File: config.mk
export PLATFORM = sky130hd
export DESIGN_NAME = lut_u_arbiter_flat
export DESIGN_NICKNAME = d
export VERILOG_FILES = /design/src/rtl/lut_u_arbiter_if.sv /design/src/rtl/lut_u_arbiter.sv /design/src/flat_wrapper.sv
export SDC_FILE = /design/constraint.sdc
export NUM_CORES = 1
export LEC_CHECK = 0
export CAP_MARGIN = 20
export CORE_MARGIN = 1.5
export CORE_UTILIZATION = 34
export DETAILED_ROUTE_END_ITERATION = 6
export HOLD_SLACK_MARGIN = 0.02
export PLACE_DENSITY_LB_ADDON = 0.2
export REMOVE_ABC_BUFFERS = 1
export SYNTH_ARGS = -nofsm -noshare
export SYNTH_HDL_FRONTEND = slang
export SYNTH_SLANG_ARGS = --single-unit
File: constraint.sdc
create_clock -name clk -period 1.4 [get_ports clk]
set_clock_uncertainty 0.2 [all_clocks]
set_input_delay 0.28 -clock clk [delete_from_list [all_inputs] [get_ports clk]]
set_output_delay 0.28 -clock clk [all_outputs]
set_load 0.02 [all_outputs]
File: src/rtl/lut_u_arbiter_if.sv
// Bundle of the two LUT-U request channels, the shared LUT-U port and the
// tagged result channel. The arbiter connects through the slave modport;
// requesters, the LUT-U instance and the result consumer sit on the master side.
interface lut_u_arbiter_if #(
  parameter int DATA_WIDTH = 16,
  parameter int ADDR_WIDTH = 8
);
  logic                  req0_valid;
  logic                  req0_ready;
  logic [ADDR_WIDTH-1:0] req0_addr;
  logic                  req1_valid;
  logic                  req1_ready;
  logic [ADDR_WIDTH-1:0] req1_addr;
  logic [ADDR_WIDTH-1:0] lut_addr;
  logic [DATA_WIDTH-1:0] lut_q;
  logic                  out_valid;
  logic                  out_ready;
  logic [DATA_WIDTH-1:0] out_data;
  logic                  out_id;
  logic                  out_err;
  logic                  err_sticky;

  modport slave (
    input  req0_valid, req0_addr, req1_valid, req1_addr, lut_q, out_ready,
    output req0_ready, req1_ready, lut_addr, out_valid, out_data, out_id,
           out_err, err_sticky
  );

  modport master (
    output req0_valid, req0_addr, req1_valid, req1_addr, lut_q, out_ready,
    input  req0_ready, req1_ready, lut_addr, out_valid, out_data, out_id,
           out_err, err_sticky
  );
endinterface

File: src/rtl/lut_u_arbiter.sv
// Two-port round-robin arbiter and two-stage sequencer for the shared LUT-U.
// Stage A registers the granted address (driving the LUT directly), stage B
// captures the LUT value together with the requester id.
// Optional feature macro: LUT_U_ARB_CHECK_EN -- when defined, flags accepted
// addresses whose symbol exceeds nsyms_m1 (out_err / err_sticky); otherwise
// both outputs are tied low.
module lut_u_arbiter #(
  parameter int DATA_WIDTH = 16,
  parameter int ADDR_WIDTH = 8
) (
  input  logic                 clk,
  input  logic                 reset,
  lut_u_arbiter_if.slave       bus
);

  localparam int HALF = ADDR_WIDTH / 2;

  logic                  a_valid;
  logic                  a_id;
  logic [ADDR_WIDTH-1:0] lut_addr;
  logic                  last_grant;
  logic                  out_valid;
  logic [DATA_WIDTH-1:0] out_data;
  logic                  out_id;
  logic                  out_err;
  logic                  err_sticky;

  logic b_free;
  logic a_adv;
  logic a_free;
  logic sel0;
  logic sel1;
  logic accept;
  logic [ADDR_WIDTH-1:0] acc_addr;

  // Handshake and round-robin selection; ready only ever follows a valid.
  always_comb begin
    b_free   = !out_valid || bus.out_ready;
    a_adv    = a_valid && b_free;
    a_free   = !a_valid || b_free;
    sel0     = bus.req0_valid && (!bus.req1_valid || last_grant);
    sel1     = bus.req1_valid && (!bus.req0_valid || !last_grant);
    accept   = (sel0 || sel1) && a_free;
    acc_addr = sel1 ? bus.req1_addr : bus.req0_addr;
  end

  // Stage A: capture the granted address; lut_addr holds when idle so the
  // shared LUT input does not toggle.
  always_ff @(posedge clk or posedge reset) begin
    if (reset) begin
      a_valid    <= 1'b0;
      a_id       <= 1'b0;
      lut_addr   <= '0;
      last_grant <= 1'b1;
    end else if (accept) begin
      a_valid    <= 1'b1;
      a_id       <= sel1;
      lut_addr   <= acc_addr;
      last_grant <= sel1;
    end else if (a_adv) begin
      a_valid    <= 1'b0;
    end
  end

  // Stage B: load from A whenever B is free, otherwise drain or hold.
  always_ff @(posedge clk or posedge reset) begin
    if (reset) begin
      out_valid <= 1'b0;
      out_data  <= '0;
      out_id    <= 1'b0;
    end else if (a_adv) begin
      out_valid <= 1'b1;
      out_data  <= bus.lut_q;
      out_id    <= a_id;
    end else if (b_free) begin
      out_valid <= 1'b0;
    end
  end

`ifdef LUT_U_ARB_CHECK_EN
  logic a_err;

  // Range flag travels with the address through A into B.
  always_ff @(posedge clk or posedge reset) begin
    if (reset) begin
      a_err   <= 1'b0;
      out_err <= 1'b0;
    end else begin
      if (accept) a_err <= (acc_addr[HALF-1:0] > acc_addr[ADDR_WIDTH-1:HALF]);
      if (a_adv) out_err <= a_err;
    end
  end

  // Sticky error records any flagged result the consumer actually took.
  always_ff @(posedge clk or posedge reset) begin
    if (reset) err_sticky <= 1'b0;
    else if (out_valid && bus.out_ready && out_err) err_sticky <= 1'b1;
  end
`else
  assign out_err    = 1'b0;
  assign err_sticky = 1'b0;
`endif

  assign bus.req0_ready = sel0 && a_free;
  assign bus.req1_ready = sel1 && a_free;
  assign bus.lut_addr   = lut_addr;
  assign bus.out_valid  = out_valid;
  assign bus.out_data   = out_data;
  assign bus.out_id     = out_id;
  assign bus.out_err    = out_err;
  assign bus.err_sticky = err_sticky;

endmodule

File: src/flat_wrapper.sv
// flat-port wrapper written by rule: the top's interface ports become plain ports
module lut_u_arbiter_flat 
#(
  parameter int DATA_WIDTH = 16,
  parameter int ADDR_WIDTH = 8
)
  (clk, reset, bus_req0_valid, bus_req0_addr, bus_req1_valid, bus_req1_addr, bus_lut_q, bus_out_ready, bus_req0_ready, bus_req1_ready, bus_lut_addr, bus_out_valid, bus_out_data, bus_out_id, bus_out_err, bus_err_sticky);
  lut_u_arbiter_if #(.DATA_WIDTH(DATA_WIDTH), .ADDR_WIDTH(ADDR_WIDTH)) bus_i ();
  input  logic clk;
  input  logic reset;
  input wire logic [$bits(bus_i.req0_valid)-1:0] bus_req0_valid;
  input wire logic [$bits(bus_i.req0_addr)-1:0] bus_req0_addr;
  input wire logic [$bits(bus_i.req1_valid)-1:0] bus_req1_valid;
  input wire logic [$bits(bus_i.req1_addr)-1:0] bus_req1_addr;
  input wire logic [$bits(bus_i.lut_q)-1:0] bus_lut_q;
  input wire logic [$bits(bus_i.out_ready)-1:0] bus_out_ready;
  output wire logic [$bits(bus_i.req0_ready)-1:0] bus_req0_ready;
  output wire logic [$bits(bus_i.req1_ready)-1:0] bus_req1_ready;
  output wire logic [$bits(bus_i.lut_addr)-1:0] bus_lut_addr;
  output wire logic [$bits(bus_i.out_valid)-1:0] bus_out_valid;
  output wire logic [$bits(bus_i.out_data)-1:0] bus_out_data;
  output wire logic [$bits(bus_i.out_id)-1:0] bus_out_id;
  output wire logic [$bits(bus_i.out_err)-1:0] bus_out_err;
  output wire logic [$bits(bus_i.err_sticky)-1:0] bus_err_sticky;
  assign bus_i.req0_valid = bus_req0_valid;
  assign bus_i.req0_addr = bus_req0_addr;
  assign bus_i.req1_valid = bus_req1_valid;
  assign bus_i.req1_addr = bus_req1_addr;
  assign bus_i.lut_q = bus_lut_q;
  assign bus_i.out_ready = bus_out_ready;
  assign bus_req0_ready = bus_i.req0_ready;
  assign bus_req1_ready = bus_i.req1_ready;
  assign bus_lut_addr = bus_i.lut_addr;
  assign bus_out_valid = bus_i.out_valid;
  assign bus_out_data = bus_i.out_data;
  assign bus_out_id = bus_i.out_id;
  assign bus_out_err = bus_i.out_err;
  assign bus_err_sticky = bus_i.err_sticky;
  lut_u_arbiter #(.DATA_WIDTH(DATA_WIDTH), .ADDR_WIDTH(ADDR_WIDTH)) u_core (.clk(clk), .reset(reset), .bus(bus_i));
endmodule
==> results of run 1 <==
layout by cell type (no fill, tap or decap):
cell type         n
clkdlybuf4s50_1  33
dfrtp_1          28
buf_2            24
mux2_2           17
buf_4            12
buf_6             8
a2bb2oi_2         7
o32ai_4           6
clkbuf_4          5
nand2_8           3
dlygate4sd2_1     3
nand2_1           2
nor2_4            2
conb_1            2
buf_12            2
nand2b_4          1
nand3b_4          1
nor2_1            1
and3b_2           1
a21bo_4           1
a21o_1            1
inv_2             1
nor2b_4           1
o32a_1            1
o22a_1            1
nor3_2            1
inv_1             1
nand2b_1          1
a22o_1            1
o32ai_2           1
clkbuf_8          1
clkbuf_1          1
buf_8             1
dfstp_2           1
area by class of cell:
type | count | area share
clock buffer | 7 | 0.0243
tap | 46 | 0.0254
multi-input combinational | 52 | 0.311
timing repair buffer | 83 | 0.315
sequential | 29 | 0.321
inverter | 2 | 0.00332
final timing paths:
check	to	slack, ns	from
worst min register to register	u_core.a_id$_DFFE_PP0P_	0.30	u_core.a_id$_DFFE_PP0P_
worst max register to register	u_core.bus.lut_addr[7]$_DFFE_PP0P_	-0.19	u_core.last_grant$_DFFE_PP1P_
max in group asynchronous	u_core.last_grant$_DFFE_PP1P_	0.66	reset
worst min-delay path	u_core.bus.out_data[9]$_DFFE_PP0P_	0.10	reset
min in group clk	u_core.a_valid$_DFFE_PP0P_	0.26	bus_out_ready
worst max-delay path	bus_req0_ready	-0.35	u_core.bus.out_valid$_DFFE_PP0P_
worst min-delay path, cell delays in order:
cell	delay, ns
clkdlybuf4s50_1	0.39
inv_1	0.11
buf_12	0.17
power groups by stage:
stage / Sequential (mW) / Clock, mW / Combinational (mW)
floorplan: 1.20 / 0 / 0.239
global placement: 1.05 / 0 / 0.820
detailed placement: 1.06 / 0 / 0.829
CTS: 1.05 / 0.514 / 0.912
global route: 1.07 / 0.556 / 1.02
finish: 1.05 / 0.492 / 0.956
stage by stage:
| step | hold slack (ns) | power (mW) | setup WS (ns) |
|---|---|---|---|
| detailed placement | 0.281 | 1.88 | -0.853 |
| global placement | 0.266 | 1.87 | -0.837 |
| CTS | 0.0941 | 2.47 | -0.334 |
| finish | 0.103 | 2.50 | -0.347 |
| global route | 0.102 | 2.64 | -0.394 |
| floorplan | 0.157 | 1.44 | -0.317 |
metal layers:
layer	vias to the layer above	part of all wire
li1	490	-
met1	514	0.41
met2	55	0.50
met3	2	0.083
met4	0	0.0027
met5	-	0
what timing repair did:
action / CTS / global route
setup buffers: 4 / 9
resized for setup: 161 / 8
gates cloned: 3 / 0
setup endpoints to repair: 53 / 34
pin swaps: 7 / 9
cell families (layout without fill, tap and decap cells):
kind of cell / Yosys count / in the layout / share of synthesized area
AO/OA/AOI/OAI: 19 / 19 / 0.136
buffers and inverters: 7 / 92 / 0.0458
flip-flops: 29 / 29 / 0.591
multiplexers: 17 / 17 / 0.156
other: 1 / 2 / 0.00305
AND/OR/NAND/NOR: 12 / 14 / 0.0682
sequential cells by signal (all words and copies together) (netlist names):
signal and count:
u_core.bus.out_data 16, u_core.bus.lut_addr 8, u_core.a_id 1, u_core.a_valid 1, u_core.bus.out_id 1, u_core.bus.out_valid 1, u_core.last_grant 1
==> results.cfg, run 1 <==
[clock_network]
cts-buffers-inserted = 5
ctsLongestPathBuffers = 2
root_buffer = clkbuf_4
clock_latency_ns = 0.31
cts_tree = built
cts_max_level = 2
cts_num_sinks = 29
clk_pin_slew_ns = 0.09
holdBufCountCts = 0

[floorplanning]
initial_core_util = 0.360
dieHeight_um = 63.1
die_area_mm2 = 0.00399
fp-row-count = 21
coreArea_mm2 = 0.00342
die_w_um = 63.1
boundaryPins = 67

[grt]
use_met2 = 0.310
gr-usage-met1 = 0.208
grt_max_degree = 21
grt_pass1_wl_mm = 5.55
antenna_found_initial = 0
gr-total-overflow = 0
grt_usage = 0.181
use_met3 = 0.0571
grt_pass1_vias = 1184
grt-busiest-layer = met2

[detailed_routing]
drt_first_iter_violations = 14
detail_route.wl_per_cell_um = 14.9
dr.pass1.iters = 4
drt_wl_total_mm = 3.27
vias = 1061
viasPerCell = 4.84
drc = 0
ant_nets = 0

[power]
p_int_mw = 1.71
p_comb_frac = 0.383
ir_drop_mv = 0.651
p_leak_nw = 0.959
p_sw_mw = 0.785
seq_power_share = 0.419
swShare = 0.315
clkPwrFrac = 0.197
p_per_area_mw_per_mm2 = 1100

[layout]
diodes = 0
seqCellArea_um2 = 727
final_core_util = 0.663
stdcell_area_mm2 = 0.00226
syn2layout_area_growth_pct = 84.0
fin_cells = 219
layout-drive-gt1-share = 0.561
fillers = 254
num-nets-final = 210
multi_input_area_um2 = 704

[worst_setup_path]
cp.depth = 3
crit_chain = and3b_2 > nor3_2 > buf_4
slowest_stage = dfrtp_1
path_class = reg2out
arrival_ns = 1.27
worst_setup_path_end_kind = primary output
worstRegToRegCells = 4
cp_max_fo = 3
crit_required_ns = 0.92
path_buf_inv = 1
cpPeakStageDelay_ns = 0.38
cp_top_family = simple AND/OR/NAND/NOR gates
critPathLaunchType = register

[timing]
hold_violations = 0
period_needed_ns = 1.75
tns_ns = -1.28
max_freq_mhz = 572
worst_slack_ns = -0.347
rsz0062_at_grt = true
finalSetupViolations = 11
drv_slew = 0
period_share = 1.25

[yosys]
ys_seq_area_frac = 0.591
async_reset_ff_frac = 1.00
netlist.area_leader.share = 0.570
netlist_instances = 85
synth_area_leaders = dfrtp_1, mux2_2, a2bb2oi_1, o32ai_1, buf_6
syn_area_mm2 = 0.00123
synth_most_common_cell = dfrtp_1
yosys-top-cells-count = dfrtp_1, mux2_2, a2bb2oi_1, o32ai_1, buf_6
synth_warnings = 0
syn_area_per_cell_um2 = 14.5
yosys.area.top_type = dfrtp_1
synth_edf_count = 0
synth_ff_type = dfrtp_1
synth-seq-cells = 29
synth_cell_types = 25

[run]
cap_viol_max_count = 0

[placement]
dp_hpwl_mm = 2.09
gp_congestion = 0.701
portBuffers = 64
post-place-cells = 202
placed_area_mm2 = 0.00198

[min_path]
hold_class = in2async

[status]
violations = negative setup slack
status = finished, violations left
Power figures use the tool's default switching activity.
==> inputs of run 2 (changes only) <==
- SLEW_MARGIN: not set -> 20
==> results of run 2 <==
Final layout, timing and power as in run 1 (identical DEF).
==> inputs of run 3 (changes only) <==
--- a/config.mk
+++ b/config.mk
@@ -10,4 +10,5 @@
 export CORE_UTILIZATION = 34
 export DETAILED_ROUTE_END_ITERATION = 6
+export GPL_TIMING_DRIVEN = 1
 export HOLD_SLACK_MARGIN = 0.02
 export PLACE_DENSITY_LB_ADDON = 0.2
==> constraint.sdc (replaced) <==
create_clock -name clk -period 1.4 [get_ports clk]
set_clock_uncertainty 0.2 [all_clocks]
set_input_delay 0.21 -clock clk [delete_from_list [all_inputs] [get_ports clk]]
set_output_delay 0.21 -clock clk [all_outputs]
set_load 0.02 [all_outputs]
==> run 3 against run 2 <==
The flow still finishes with violations (negative setup slack); total power down 2.6%; cell count down 2.3%; register-to-register slack better by 0.05 ns; utilization down 2.3 points; first-iteration DRC count up 110%; worst setup slack better by 0.069 ns; via count down 4.1%; maximum frequency up 4.1%; combinational power down 7.6%; count of clock-buffer cells in the layout unchanged; global-route usage down 0.19 points.
==> results.cfg, run 3 (synthesis gave the netlist of run 1 again) <==
[status]
status = finished, violations left
violations = negative setup slack

[power]
ir_drop_mv = 0.624
p_leak_nw = 0.925
finalPower_mw = 2.43
p_per_area_mw_per_mm2 = 1110

[floorplanning]
boundaryPins = 67
initial_core_util = 0.360
fp-row-count = 21
coreArea_mm2 = 0.00342
die_area_mm2 = 0.00399
dieHeight_um = 63.1
die_w_um = 63.1

[grt]
grt_max_degree = 21
antenna_found_initial = 0
grt_pass1_wl_mm = 5.40
grt_pass1_vias = 1165
gr-total-overflow = 0
grt_usage = 0.179

[worst_setup_path]
critPathLaunchType = primary input
worst_setup_path_end_kind = primary output
arrival_ns = 1.27
crit_required_ns = 0.99
cp_top_family = buffers and inverters
path_class = in2out
slowest_stage = clkdlybuf4s50_1
crit_chain = clkdlybuf4s50_1 > a21bo_2 > nor2_1 > buf_4
path_buf_inv = 2
cpPeakStageDelay_ns = 0.50
cp_max_fo = 3

[placement]
dp_hpwl_mm = 2.20
placed_area_mm2 = 0.00197
portBuffers = 64
post-place-cells = 201
gp_congestion = 0.703
place_ws_ns = -0.718

[timing]
finalSetupViolations = 10
period_needed_ns = 1.68
tns_ns = -1.06
max_freq_mhz = 596
period_share = 1.20
rsz0062_at_grt = true
drv_slew = 0
worst_slack_ns = -0.278
hold_violations = 0

[layout]
layout_commonest_cell = clkdlybuf4s50_1
stdcell_area_mm2 = 0.00218
largest_reg_flops = 16
num-nets-final = 205
diodes = 0
fin_cells = 214
syn2layout_area_growth_pct = 77.6
layout-drive-gt1-share = 0.530
largest-register = u_core.bus.out_data
reg_top3 = u_core.bus.out_data (16), u_core.bus.lut_addr (8)
layout_common_cells = clkdlybuf4s50_1, dfrtp_1, buf_2

[min_path]
hold_class = in2reg

[clock_network]
root_buffer = clkbuf_4
ctsLongestPathBuffers = 2
clock_latency_ns = 0.32
cts_max_level = 2
cts_num_sinks = 29
clk_pin_slew_ns = 0.08
cts-buffers-inserted = 5
cts_tree = built

[run]
cap_viol_max_count = 0

[detailed_routing]
drc = 0
drt_first_iter_violations = 30
detail_route.wl_per_cell_um = 15.4
dr.pass1.iters = 4
ant_nets = 0
drt_wl_total_mm = 3.29
vias = 1017
viasPerCell = 4.75
-- run 3: final timing paths --
check	from	end	slack, ns	cells after the start
worst max-delay path	bus_req1_valid	bus_req1_ready	-0.28	4
worst min-delay path	bus_lut_q[7]	u_core.bus.out_data[7]$_DFFE_PP0P_	0.29	2
worst max register to register	u_core.last_grant$_DFFE_PP1P_	u_core.bus.lut_addr[7]$_DFFE_PP0P_	-0.14	4
worst min register to register	u_core.bus.lut_addr[7]$_DFFE_PP0P_	u_core.bus.lut_addr[7]$_DFFE_PP0P_	0.30	1
max in group asynchronous	reset	u_core.last_grant$_DFFE_PP1P_	0.18	4
min in group asynchronous	reset	u_core.bus.out_data[14]$_DFFE_PP0P_	0.58	4
-- run 3: area by class of cell --
cell class	count	area (um2)
Fill cell	286	1230
Sequential cell	29	727
Multi-Input combinational cell	52	669
Timing Repair Buffer	78	668
Tap cell	46	57.6
Clock buffer	7	55.1
Inverter	2	7.51
-- run 3: metrics by stage --
stage	util	hold WS, ns
after CTS	0.633	0.283
after floorplan	-	0.0874
after global placement	0.577	0.267
after global routing	0.640	0.271
final	0.640	0.293
after detailed placement	0.577	0.286
-- run 3: report_power, final --
part / total, mW / switching (mW) / leakage [nW] / internal [mW]
clock: 0.501 / 0.264 / 0.0314 / 0.236
sequential: 1.05 / 0.0741 / 0.327 / 0.972
combinational: 0.883 / 0.432 / 0.567 / 0.451
-- run 3: metal layers --
layer / vias to the layer above / track usage / wire length (um)
li1: 482 / - / -
met1: 480 / 0.190 / 1250
met2: 51 / 0.305 / 1680
met3: 4 / 0.100 / 331
met4: 0 / 0.0500 / 29
met5: - / 0 / 0
-- run 3: what timing repair did --
item / 4_1_cts / 5_1_grt
endpoints found under the setup margin: 53 / 50
hold buffers: 1 / 0
hold endpoints to repair: 16 / 0
cloned: 3 / 0
setup buffers: 1 / 2
pin swaps: 1 / 13
gates resized for setup: 107 / 45
